**src/rtl/meta_mon_pkg.sv**
```systemverilog
// ============================================================================
//  Module      : meta_mon_pkg
//  Description : Shared FSM state type, default sizes and saturating-add
//                helper for the metastability event monitor.
//  Revision    : 1.0  initial release
// ============================================================================
`default_nettype none

package meta_mon_pkg;

    localparam int C_DEF_CNT_W  = 8;
    localparam int C_DEF_THRESH = 16;

    typedef enum logic [1:0] {
        ST_MON   = 2'd0,
        ST_ALARM = 2'd1,
        ST_CLR   = 2'd2
    } state_t;

    // Adds two unsigned values and clamps the result at max.
    function automatic logic [31:0] sat_add(input logic [31:0] a,
                                            input logic [31:0] b,
                                            input logic [31:0] max);
        logic [32:0] s;
        s = {1'b0, a} + {1'b0, b};
        return (s > {1'b0, max}) ? max : s[31:0];
    endfunction

endpackage

`default_nettype wire

```
**src/rtl/meta_event_monitor_sat_cnt.sv**
```systemverilog
// ============================================================================
//  Module      : meta_sat_cnt
//  Description : One per-bit saturating event counter with its sticky flag.
//  Revision    : 1.0  initial release
// ============================================================================
`default_nettype none

module meta_sat_cnt
    import meta_mon_pkg::*;
#(
    parameter int CNT_W = C_DEF_CNT_W
) (
    input  logic             clk,
    input  logic             rst_n,
    input  logic             clr,
    input  logic             evt,
    output logic [CNT_W-1:0] cnt,
    output logic             sticky
);

    localparam logic [31:0] c_max = (32'd1 << CNT_W) - 32'd1;

    logic [CNT_W-1:0] r_cnt;
    logic             r_sticky;

    always_ff @(posedge clk or negedge rst_n) begin
        if (!rst_n) begin
            r_cnt    <= '0;
            r_sticky <= 1'b0;
        end else if (clr) begin
            r_cnt    <= '0;
            r_sticky <= 1'b0;
        end else if (evt) begin
            r_cnt    <= CNT_W'(sat_add(32'(r_cnt), 32'd1, c_max));
            r_sticky <= 1'b1;
        end
    end

    assign cnt    = r_cnt;
    assign sticky = r_sticky;

endmodule

`default_nettype wire

```
**src/rtl/meta_event_monitor.sv**
```systemverilog
// ============================================================================
//  Module      : meta_event_monitor
//  Description : Counts rising-edge mismatch events per bit, keeps a saturating
//                total with a latched threshold alarm and a 4-phase clear.
//                Optional windowed-rate total via META_MON_WINDOW_EN.
//  Revision    : 1.0  initial release
// ============================================================================
`default_nettype none

module meta_event_monitor
    import meta_mon_pkg::*;
#(
    parameter int WIDTH      = 4,
    parameter int CNT_W      = C_DEF_CNT_W,
    parameter int THRESH     = C_DEF_THRESH,
    parameter int WIN_CYCLES = 1024
) (
    input  logic                                      clk,
    input  logic                                      rst_n,
    input  logic [WIDTH-1:0]                          flag_in,
    input  logic                                      clr_req,
    output logic                                      clr_ack,
    input  logic [((WIDTH > 1) ? $clog2(WIDTH) : 1)-1:0] rd_sel,
    output logic [CNT_W-1:0]                          rd_cnt,
    output logic [WIDTH-1:0]                          sticky,
    output logic [CNT_W-1:0]                          total,
    output logic                                      alarm
);

    localparam int SEL_W = (WIDTH > 1) ? $clog2(WIDTH) : 1;
    localparam int SUM_W = CNT_W + 3;
    localparam logic [SUM_W-1:0] c_max_sum  = SUM_W'((64'd1 << CNT_W) - 64'd1);
    localparam logic [31:0]      c_thresh   = 32'(THRESH);
    localparam bit               c_thresh_ok = (64'(THRESH) <= ((64'd1 << CNT_W) - 64'd1));

    state_t           r_state;
    state_t           w_state_next;
    logic [WIDTH-1:0] r_flag_prev;
    logic [CNT_W-1:0] r_total;
    logic [CNT_W-1:0] r_rd_cnt;
    logic [WIDTH-1:0] w_evt;
    logic             w_clr;
    logic             w_tc;
    logic [SUM_W-1:0] w_popcnt;
    logic [SUM_W-1:0] w_sum;
    logic [CNT_W-1:0] w_total_next;
    logic             w_hit;
    logic [CNT_W-1:0] w_rd;
    logic [CNT_W-1:0] w_cnt [WIDTH];

    // Clearing starts on the very edge that samples clr_req, so an event
    // coincident with the request is dropped.
    assign w_clr = (r_state == ST_CLR) || clr_req;
    assign w_evt = flag_in & ~r_flag_prev;

    always_comb begin
        w_popcnt = '0;
        for (int i = 0; i < WIDTH; i++) begin
            w_popcnt = w_popcnt + SUM_W'(w_evt[i]);
        end
    end

`ifdef META_MON_WINDOW_EN
    localparam int WIN_W = (WIN_CYCLES > 1) ? $clog2(WIN_CYCLES) : 1;
    logic [WIN_W-1:0] r_win;

    assign w_tc = (r_win == WIN_W'(WIN_CYCLES - 1));

    always_ff @(posedge clk or negedge rst_n) begin
        if (!rst_n) begin
            r_win <= '0;
        end else if (w_clr || w_tc) begin
            r_win <= '0;
        end else begin
            r_win <= r_win + 1'b1;
        end
    end
`else
    assign w_tc = 1'b0;
`endif

    assign w_sum        = w_tc ? w_popcnt : (SUM_W'(r_total) + w_popcnt);
    assign w_total_next = (w_sum > c_max_sum) ? c_max_sum[CNT_W-1:0] : w_sum[CNT_W-1:0];
    assign w_hit        = c_thresh_ok && (32'(w_total_next) >= c_thresh);

    always_ff @(posedge clk or negedge rst_n) begin
        if (!rst_n) begin
            r_state     <= ST_MON;
            r_flag_prev <= '0;
            r_total     <= '0;
        end else begin
            r_state <= w_state_next;
            if (w_clr) begin
                r_flag_prev <= '0;
                r_total     <= '0;
            end else begin
                r_flag_prev <= flag_in;
                r_total     <= w_total_next;
            end
        end
    end

    always_comb begin
        w_state_next = r_state;
        alarm        = 1'b0;
        clr_ack      = 1'b0;
        case (r_state)
            ST_MON: begin
                if (clr_req) begin
                    w_state_next = ST_CLR;
                end else if (w_hit) begin
                    w_state_next = ST_ALARM;
                end
            end
            ST_ALARM: begin
                alarm = 1'b1;
                if (clr_req) begin
                    w_state_next = ST_CLR;
                end
            end
            ST_CLR: begin
                clr_ack = 1'b1;
                if (!clr_req) begin
                    w_state_next = ST_MON;
                end
            end
            default: begin
                w_state_next = ST_MON;
            end
        endcase
    end

    for (genvar i = 0; i < WIDTH; i++) begin : g_bit
        meta_sat_cnt #(
            .CNT_W (CNT_W)
        ) u_cnt (
            .clk    (clk),
            .rst_n  (rst_n),
            .clr    (w_clr),
            .evt    (w_evt[i]),
            .cnt    (w_cnt[i]),
            .sticky (sticky[i])
        );
    end

    // Out-of-range selects match no lane and fall through to zero.
    always_comb begin
        w_rd = '0;
        for (int i = 0; i < WIDTH; i++) begin
            if (rd_sel == SEL_W'(i)) begin
                w_rd = w_cnt[i];
            end
        end
    end

    always_ff @(posedge clk or negedge rst_n) begin
        if (!rst_n) begin
            r_rd_cnt <= '0;
        end else begin
            r_rd_cnt <= w_rd;
        end
    end

    assign rd_cnt = r_rd_cnt;
    assign total  = r_total;

endmodule

`default_nettype wire

```
**config.mk**
```make
export PLATFORM = sky130hd
export DESIGN_NAME = meta_event_monitor
export DESIGN_NICKNAME = d
export VERILOG_FILES = /design/src/rtl/meta_mon_pkg.sv /design/src/rtl/meta_event_monitor_sat_cnt.sv /design/src/rtl/meta_event_monitor.sv
export SDC_FILE = /design/constraint.sdc
export NUM_CORES = 1
export LEC_CHECK = 0
export BUFFER_PORTS_ARGS = -buffer_cell sky130_fd_sc_hd__buf_2
export CAP_MARGIN = 0
export CORE_MARGIN = 5
export CORE_UTILIZATION = 64
export DETAILED_ROUTE_END_ITERATION = 7
export PLACE_DENSITY_LB_ADDON = 0.2
export SLEW_MARGIN = 20
export SYNTH_ARGS = -nofsm -noshare
export SYNTH_HDL_FRONTEND = slang
export SYNTH_SLANG_ARGS = --single-unit
```
**constraint.sdc**
```tcl
create_clock -name clk -period 5.33 [get_ports clk]
set_input_delay 1.066 -clock clk [delete_from_list [all_inputs] [get_ports clk]]
set_output_delay 1.066 -clock clk [all_outputs]
set_load 0.01 [all_outputs]
```
Word-level counts from Yosys, hierarchy flattened
Index checks and enable logic that the tools add are counted.
{"block": "op_classes", "muxes": 34, "add_sub_neg": 8, "n_bitwise": 2, "magnitude_cmp": 6, "n_reduce_logical": 8, "n_eq_ne": 8}
{"cell": "$mux W8", "n": 18}
{"cell": "$gt A9 B8 Y1 const B", "n": 5}
{"cell": "$add A8 B1 Y9 const B", "n": 4}
{"cell": "$mux W1", "n": 10}
{"cell": "$add A8 B4 Y9", "n": 1}
{"cell": "$ge A8 B5 Y1 const B", "n": 1}
{"cell": "$mux W2", "n": 4}
{"cell": "$reduce_bool A2 Y1", "n": 4}
{"cell": "$eq A2 B2 Y1 const B", "n": 3}
{"cell": "$pmux W2 S3", "n": 1}
{"cell": "$add A3 B1 Y4", "n": 1}
{"cell": "$and A4 B4 Y4", "n": 1}
{"cell": "$eq A2 B1 Y1 const B", "n": 2}
{"cell": "$logic_not A2 Y1", "n": 2}
{"cell": "$mux W4", "n": 1}
{"cell": "$ne A2 B2 Y1 const B", "n": 2}
{"cell": "$not A4 Y4", "n": 1}
{"cell": "$add A2 B1 Y3", "n": 1}
{"cell": "$ne A3 B3 Y1 const B", "n": 1}
{"cell": "$reduce_and A3 Y1", "n": 1}
{"cell": "$add A1 B1 Y2", "n": 1}
{"cell": "$logic_or A1 B1 Y1", "n": 1}
{"block": "totals", "regBits": 58, "inputBits": 9}

Longest topological paths before layout
{"block": "logic_depth", "ltp_word": 12, "mapped_depth": 11, "ltp_nobuf": 10}

Cells and area by module
Synthesis repeated with hierarchy kept, for this count alone.
{"block": "hier_totals", "hier_cells": 293, "hier_area_um2": 3221.8}
{"mod": "meta_sat_cnt", "cells_each": 51, "area_each_um2": 515.5, "instances": 4, "seq_area_each_um2": 225.2}
{"mod": "meta_event_monitor", "cells_each": 89, "area_each_um2": 1159.9, "instances": 1, "seq_area_each_um2": 550.5}

Worst setup path after synthesis
Ideal clock, no wire load.
{"block": "synth_timing", "path_kind": "input port to flip-flop", "from": "in flag_in[0]", "to": "reg r_state[0]", "arrival_ns": 3.258, "stages": 11, "required_ns": 5.198, "slack_ns": 1.940, "setup_ns": 0.132, "n_path_buf": 1, "cell_sequence": "nor2b_1 buf_2 inv_1 fa_1 fa_1 inv_1 fa_1 and3_1 or3_1 o21ai_0 a311oi_1"}
{"block": "synth_between", "elab_chain_len": 10}
{"item": "start: declaration", "line_no": "meta_event_monitor.sv:20", "text": "input logic [WIDTH-1:0] flag_in,"}
{"item": "$and A4 B4 Y4 (*)", "line_no": "meta_event_monitor.sv:54", "text": "assign w_evt = flag_in & ~r_flag_prev;"}
{"item": "$add A1 B1 Y2 (*)", "line_no": "meta_event_monitor.sv:59", "text": "w_popcnt = w_popcnt + SUM_W'(w_evt[i]);"}
{"item": "$add A2 B1 Y3 (*)", "line_no": "meta_event_monitor.sv:59"}
{"item": "$add A3 B1 Y4 (*)", "line_no": "meta_event_monitor.sv:59"}
{"item": "$add A8 B4 Y9 (*)", "line_no": "meta_event_monitor.sv:82", "text": "assign w_sum = w_tc ? w_popcnt : (SUM_W'(r_total) + w_popcnt);"}
{"item": "$gt A9 B8 Y1", "line_no": "meta_event_monitor.sv:83", "text": "assign w_total_next = (w_sum > c_max_sum) ? c_max_sum[CNT_W-1:0] : w_sum[CNT_W-1:0];"}
{"item": "$mux W8 (*)", "line_no": "meta_event_monitor.sv:83"}
{"item": "$ge A8 B5 Y1 (*)", "line_no": "meta_event_monitor.sv:84", "text": "assign w_hit = c_thresh_ok && (32'(w_total_next) >= c_thresh);"}
{"item": "$ne A3 B3 Y1 (no source line) (*)"}
{"item": "$reduce_and A3 Y1 (no source line) (*)"}
{"item": "end signal: assignment", "line_no": "meta_event_monitor.sv:92", "text": "r_state <= w_state_next;"}
{"item": "end: declaration", "line_no": "meta_event_monitor.sv:36", "text": "state_t r_state;"}
Mark *: on every way between the ends. The rest lies on a longest branch, timed or not.
A chain may end at the register's enable or synchronous reset.

Final worst setup path
Ends and elaborated chain as after synthesis.

==> impl_results.html <==
<table>
<tr><th>Metric</th><th>Value</th></tr>
<tr><th colspan="2">Status</th></tr>
<tr><td>Status</td><td>finished clean</td></tr>
<tr><th colspan="2">Power</th></tr>
<tr><td>Power after layout</td><td>just under 0.9 mW</td></tr>
<tr><td>Worst voltage drop across the vdd grid</td><td>between 0.00015 and 0.0002 V</td></tr>
<tr><td>Leakage power figure</td><td>between 1.5 and 2 nW</td></tr>
<tr><td>PwrDens</td><td>about 250 nW/µm²</td></tr>
<tr><th colspan="2">Place</th></tr>
<tr><td>Number of buffer cells added on primary ports</td><td>30</td></tr>
<tr><td>Routability cong.</td><td>just under 0.9</td></tr>
<tr><td>Instance area after placement</td><td>~3400 µm²</td></tr>
<tr><td>Sum of net half-perimeters after detailed placement</td><td>4929 µm</td></tr>
<tr><td>DP Cell Count</td><td>a little over 400</td></tr>
<tr><th colspan="2">Synthesis</th></tr>
<tr><td>Dominant register cell in the synthesized netlist</td><td>dfrtp_1</td></tr>
<tr><td>Synthesized instance count</td><td>~330</td></tr>
<tr><td>Number of nets produced by synthesis</td><td>around 350</td></tr>
<tr><td>Netlist cell types</td><td>between 60 and 70</td></tr>
<tr><td>Syn_area_per_cell</td><td>9.956 µm²</td></tr>
<tr><td>Post-synthesis instance area</td><td>between 3000 and 4000 µm²</td></tr>
<tr><td>Sequential fraction of the synthesis area</td><td>between 40% and 50%</td></tr>
<tr><td>Fraction of registers with async set/reset</td><td>between 90% and 100%</td></tr>
<tr><td>Yosys warning count</td><td>0</td></tr>
<tr><td>Count of state elements after synthesis</td><td>slightly below 60</td></tr>
<tr><td>Number of flops mapped to enable cells by yosys</td><td>0</td></tr>
<tr><th colspan="2">Worst setup path</th></tr>
<tr><td>Start-to-end type of the worst setup path</td><td>in2reg</td></tr>
<tr><td>Slowest cell on crit path</td><td>fa_1</td></tr>
<tr><td>Maximum fanout count along the critical path</td><td>9</td></tr>
<tr><td>Required arrival time at the worst endpoint</td><td>5.56 ns</td></tr>
<tr><td>Arrival time at the worst endpoint</td><td>approximately 4.0 ns</td></tr>
<tr><td>Crit path largest cell delay</td><td>approximately 0.55 ns</td></tr>
<tr><td>Most repeated library cell on the critical path</td><td>fa_1</td></tr>
<tr><td>Cell family contributing the most delay on the critical path</td><td>adder cells</td></tr>
<tr><td>Number of buffer and inverter instances along the worst setup path</td><td>3</td></tr>
<tr><td>Cells along the critical path</td><td>buf_2 &gt; nor2b_1 &gt; inv_1 &gt; fa_1 &gt; fa_1 &gt; inv_1 &gt; fa_1 &gt; and3_1 &gt; or3_1 &gt; o21ai_0 &gt; a311oi_1</td></tr>
<tr><td>Crit start category</td><td>input port</td></tr>
<tr><td>Critical Path End Type</td><td>flip-flop</td></tr>
<tr><th colspan="2">Die</th></tr>
<tr><td>Starting density of the core</td><td>between 60% and 70%</td></tr>
<tr><td>Die outline width</td><td>a little over 80 µm</td></tr>
<tr><td>IO Pins</td><td>31</td></tr>
<tr><td>Vert. Die Dim</td><td>just over 80 µm</td></tr>
<tr><td>Count of standard-cell rows</td><td>26</td></tr>
<tr><td>Area of the die</td><td>roughly 6600 µm²</td></tr>
<tr><td>Area of the core</td><td>about 5000 µm²</td></tr>
<tr><th colspan="2">Hold path</th></tr>
<tr><td>Class of the most critical hold timing path</td><td>reg2reg</td></tr>
<tr><th colspan="2">Clock network</th></tr>
<tr><td>Maximum level of the CTS H-tree</td><td>3</td></tr>
<tr><td>Clock latency of the later-clocked register in the worst-skew pair</td><td>0.34 ns</td></tr>
<tr><td>Root Buffer Master</td><td>clkbuf_8</td></tr>
<tr><td>Clock transition at path regs</td><td>0.06 ns</td></tr>
<tr><td>Count of hold buffers inserted by post-cts repair</td><td>0</td></tr>
<tr><td>Total clock buffers created by CTS</td><td>9</td></tr>
<tr><td>Number of setup buffers added after CTS</td><td>0</td></tr>
<tr><td>Clock tree from TritonCTS</td><td>yes</td></tr>
<tr><td>Number of sinks handled by clock tree synthesis</td><td>58</td></tr>
<tr><td>Post-cts resize count</td><td>0</td></tr>
<tr><td>Number of buffers on the longest clock path</td><td>2</td></tr>
<tr><th colspan="2">Timing</th></tr>
<tr><td>Worst max-slew margin expressed relative to the limit</td><td>51.97%</td></tr>
<tr><td>Achievable Freq</td><td>0.2691 GHz</td></tr>
<tr><td>Final number of max-transition violations</td><td>0</td></tr>
<tr><td>Final hold violations</td><td>0</td></tr>
<tr><td>Layout Skew</td><td>approximately 0.0075 ns</td></tr>
<tr><td>Least-Margin Pin Slew</td><td>about 0.7 ns</td></tr>
<tr><td>Tcrit/Tclk final</td><td>between 60% and 70%</td></tr>
<tr><td>Min cycle time layout</td><td>3.716 ns</td></tr>
<tr><td>Post-Route Setup TNS</td><td>0 ns</td></tr>
<tr><td>Final setup violation count</td><td>0</td></tr>
<tr><td>RSZ-0062 raised after global routing</td><td>false</td></tr>
<tr><th colspan="2">Drt</th></tr>
<tr><td>Ratio of routed vias to standard cells</td><td>just over 6</td></tr>
<tr><td>Residual antenna-violating net count after detailed routing</td><td>0</td></tr>
<tr><td>Total via count in the routed design</td><td>between 2000 and 3000</td></tr>
<tr><td>Post-route DRC violation count</td><td>0</td></tr>
<tr><td>Drt first pass iters</td><td>6</td></tr>
<tr><td>Number of DRC markers in iteration 0</td><td>150</td></tr>
<tr><td>Average routed wire per standard cell</td><td>about 17 µm</td></tr>
<tr><td>Wire length after detailed routing</td><td>7159 µm</td></tr>
<tr><th colspan="2">Final layout</th></tr>
<tr><td>Area overhead of the layout relative to synthesis</td><td>10.34%</td></tr>
<tr><td>Layout fillers</td><td>between 400 and 500</td></tr>
<tr><td>Final non-filler cell area</td><td>3603 µm²</td></tr>
<tr><td>Antenna diode count</td><td>0</td></tr>
<tr><td>Fin nets</td><td>between 300 and 400</td></tr>
<tr><td>Layout cell share with drive strength beyond 1</td><td>17.55%</td></tr>
<tr><td>Final non-filler cell total</td><td>about 430</td></tr>
<tr><th colspan="2">Global routing</th></tr>
<tr><td>Overflow left after global routing</td><td>0</td></tr>
<tr><td>Global-route wire length before repair</td><td>~13000 µm</td></tr>
<tr><td>Initial antenna violation count</td><td>0</td></tr>
<tr><td>Maximum number of pins on one net before global-route repair</td><td>a little under 60</td></tr>
<tr><td>Vias in the first global route</td><td>roughly 2600</td></tr>
<tr><td>Gr usage total</td><td>roughly a quarter</td></tr>
<tr><th colspan="2">Job</th></tr>
<tr><td>Number of violations of the max-capacitance limit</td><td>0</td></tr>
</table>
[through the flow]
step                hold WS, ns  utilization (%)  setup WS, ns
floorplan                0.4357                -         1.940
global placement         0.4719            68.09         1.402
detailed placement       0.4787            68.09         1.277
CTS                      0.4871            71.46         1.592
global route             0.5240            71.46         1.398
finish                   0.4816            71.46         1.614
[worst paths after layout]
path                       slack (ns)  cells past startpoint                           endpoint                      from
hold / removal                   0.48                      1             r_state[0]$_DFFE_PN0P_    r_state[1]$_DFFE_PN0P_
max in group asynchronous        3.98                      2  g_bit[3].u_cnt.cnt[5]$_DFFE_PN0P_                     rst_n
hold reg to reg                  0.48                      1             r_state[0]$_DFFE_PN0P_    r_state[1]$_DFFE_PN0P_
setup reg to reg                 2.09                     10             r_state[0]$_DFFE_PN0P_  r_flag_prev[0]$_DFF_PN0_
setup / recovery                 1.61                     11             r_state[0]$_DFFE_PN0P_                flag_in[0]
min in group asynchronous        0.87                      2  g_bit[0].u_cnt.cnt[4]$_DFFE_PN0P_                     rst_n
[power breakdown]
group | switching, mW | total, mW | leakage [nW] | internal, mW
Clock | 0.162 | 0.351 | 0.0920 | 0.189
Combinational | 0.0531 | 0.0824 | 0.760 | 0.0293
Sequential | 0.0101 | 0.460 | 0.799 | 0.450
[placed cells by master (no fill, tap or decap), types with 4 or more instances in the layout]
master | Yosys | layout
xor2_1 | 5 | 5
nor2_1 | 33 | 33
nor3_1 | 11 | 11
mux4_2 | 7 | 7
nand3_1 | 17 | 17
ha_1 | 9 | 9
and2_1 | 5 | 5
and4_1 | 5 | 5
o21ai_0 | 14 | 14
nor2b_1 | 5 | 5
inv_1 | 19 | 19
a31oi_1 | 9 | 9
a211oi_1 | 8 | 8
clkbuf_8 | 1 | 11
and3_1 | 7 | 7
dfrtp_1 | 58 | 58
nand4_1 | 5 | 5
buf_2 | 3 | 30
a21oi_1 | 16 | 16
nand2_1 | 18 | 18
o22ai_1 | 4 | 4
[sequential cells by signal (all words and copies together) (netlist names)]
| name | cells |
|---|---|
| g_bit.u_cnt.cnt | 32 |
| rd_cnt | 8 |
| r_flag_prev | 4 |
| r_state | 2 |
| total | 8 |
| g_bit.u_cnt.sticky | 4 |
[worst register-to-register path: cells and delay by family (launching register included)]
family | cells | cell delay (ns)
fa+ha+maj | 3 | 1.28
flops | 1 | 0.36
simple gates | 3 | 0.78
compound gates | 2 | 0.38
buf+inv | 2 | 0.36
[routing by layer]
metal | part of all wire [%] | up-vias | GRT usage, % | wire length [µm]
li1 | - | 1254 | - | -
met1 | 44 | 1266 | 34.08 | 3176
met2 | 49 | 87 | 39.41 | 3490
met3 | 5.0 | 14 | 3.838 | 360
met4 | 1.8 | 0 | 11.66 | 131
met5 | 0 | - | 0 | 0
[synth_stat cells (2+ instances only)]
library cell / number / area share (%)
o21ai_1: 2 / 0.31
and2_1: 5 / 0.96
nand3b_1: 2 / 0.46
and3_1: 7 / 1.3
a31oi_1: 9 / 1.7
nor2_1: 33 / 3.8
nor4_1: 2 / 0.38
ha_1: 9 / 3.4
nand2b_1: 2 / 0.38
o211a_1: 3 / 0.92
nand4_1: 5 / 0.96
dfrtp_1: 58 / 44
a21boi_0: 2 / 0.46
nand2_1: 18 / 2.1
clkbuf_1: 8 / 0.92
nand3_1: 17 / 2.6
mux4_2: 7 / 4.8
a211oi_1: 8 / 1.8
a311oi_1: 2 / 0.54
xor2_1: 5 / 1.3
o21bai_1: 2 / 0.46
nor3_1: 11 / 1.7
buf_2: 3 / 0.46
buf_4: 4 / 0.92
o21ai_0: 14 / 2.1
o211ai_1: 2 / 0.46
nor2b_1: 5 / 0.96
inv_1: 19 / 2.2
fa_1: 3 / 1.8
o22ai_1: 4 / 0.77
nor3b_1: 2 / 0.46
o21a_1: 3 / 0.69
a21oi_1: 16 / 2.5
xnor2_1: 3 / 0.80
or3_1: 2 / 0.38
and4_1: 5 / 1.3
and4b_1: 2 / 0.61
[cell type report]
cell class	instances	area, µm²	share of cell area, %
clock inverter	3	15.01	0.4167
tap	70	87.58	2.431
clock buffer	12	155.1	4.306
inverter	19	71.32	1.979
timing repair buffer	33	172.7	4.792
multi-input combinational	234	1650	45.80
sequential	58	1451	40.28
[logic make-up (layout without fill, tap and decap cells)]
kind of cell	after synthesis	after routing	share of synthesized area, %
and+or+nand+nor	128	128	21.15
xor gates and xnor gates	8	8	2.146
AOI/OAI and AO/OA	76	76	15.71
DFF	58	58	44.44
adders and majority gates	13	13	5.594
muxes	9	9	5.939
buffers and inverters	36	67	5.019
Power figures use the tool's default switching activity.
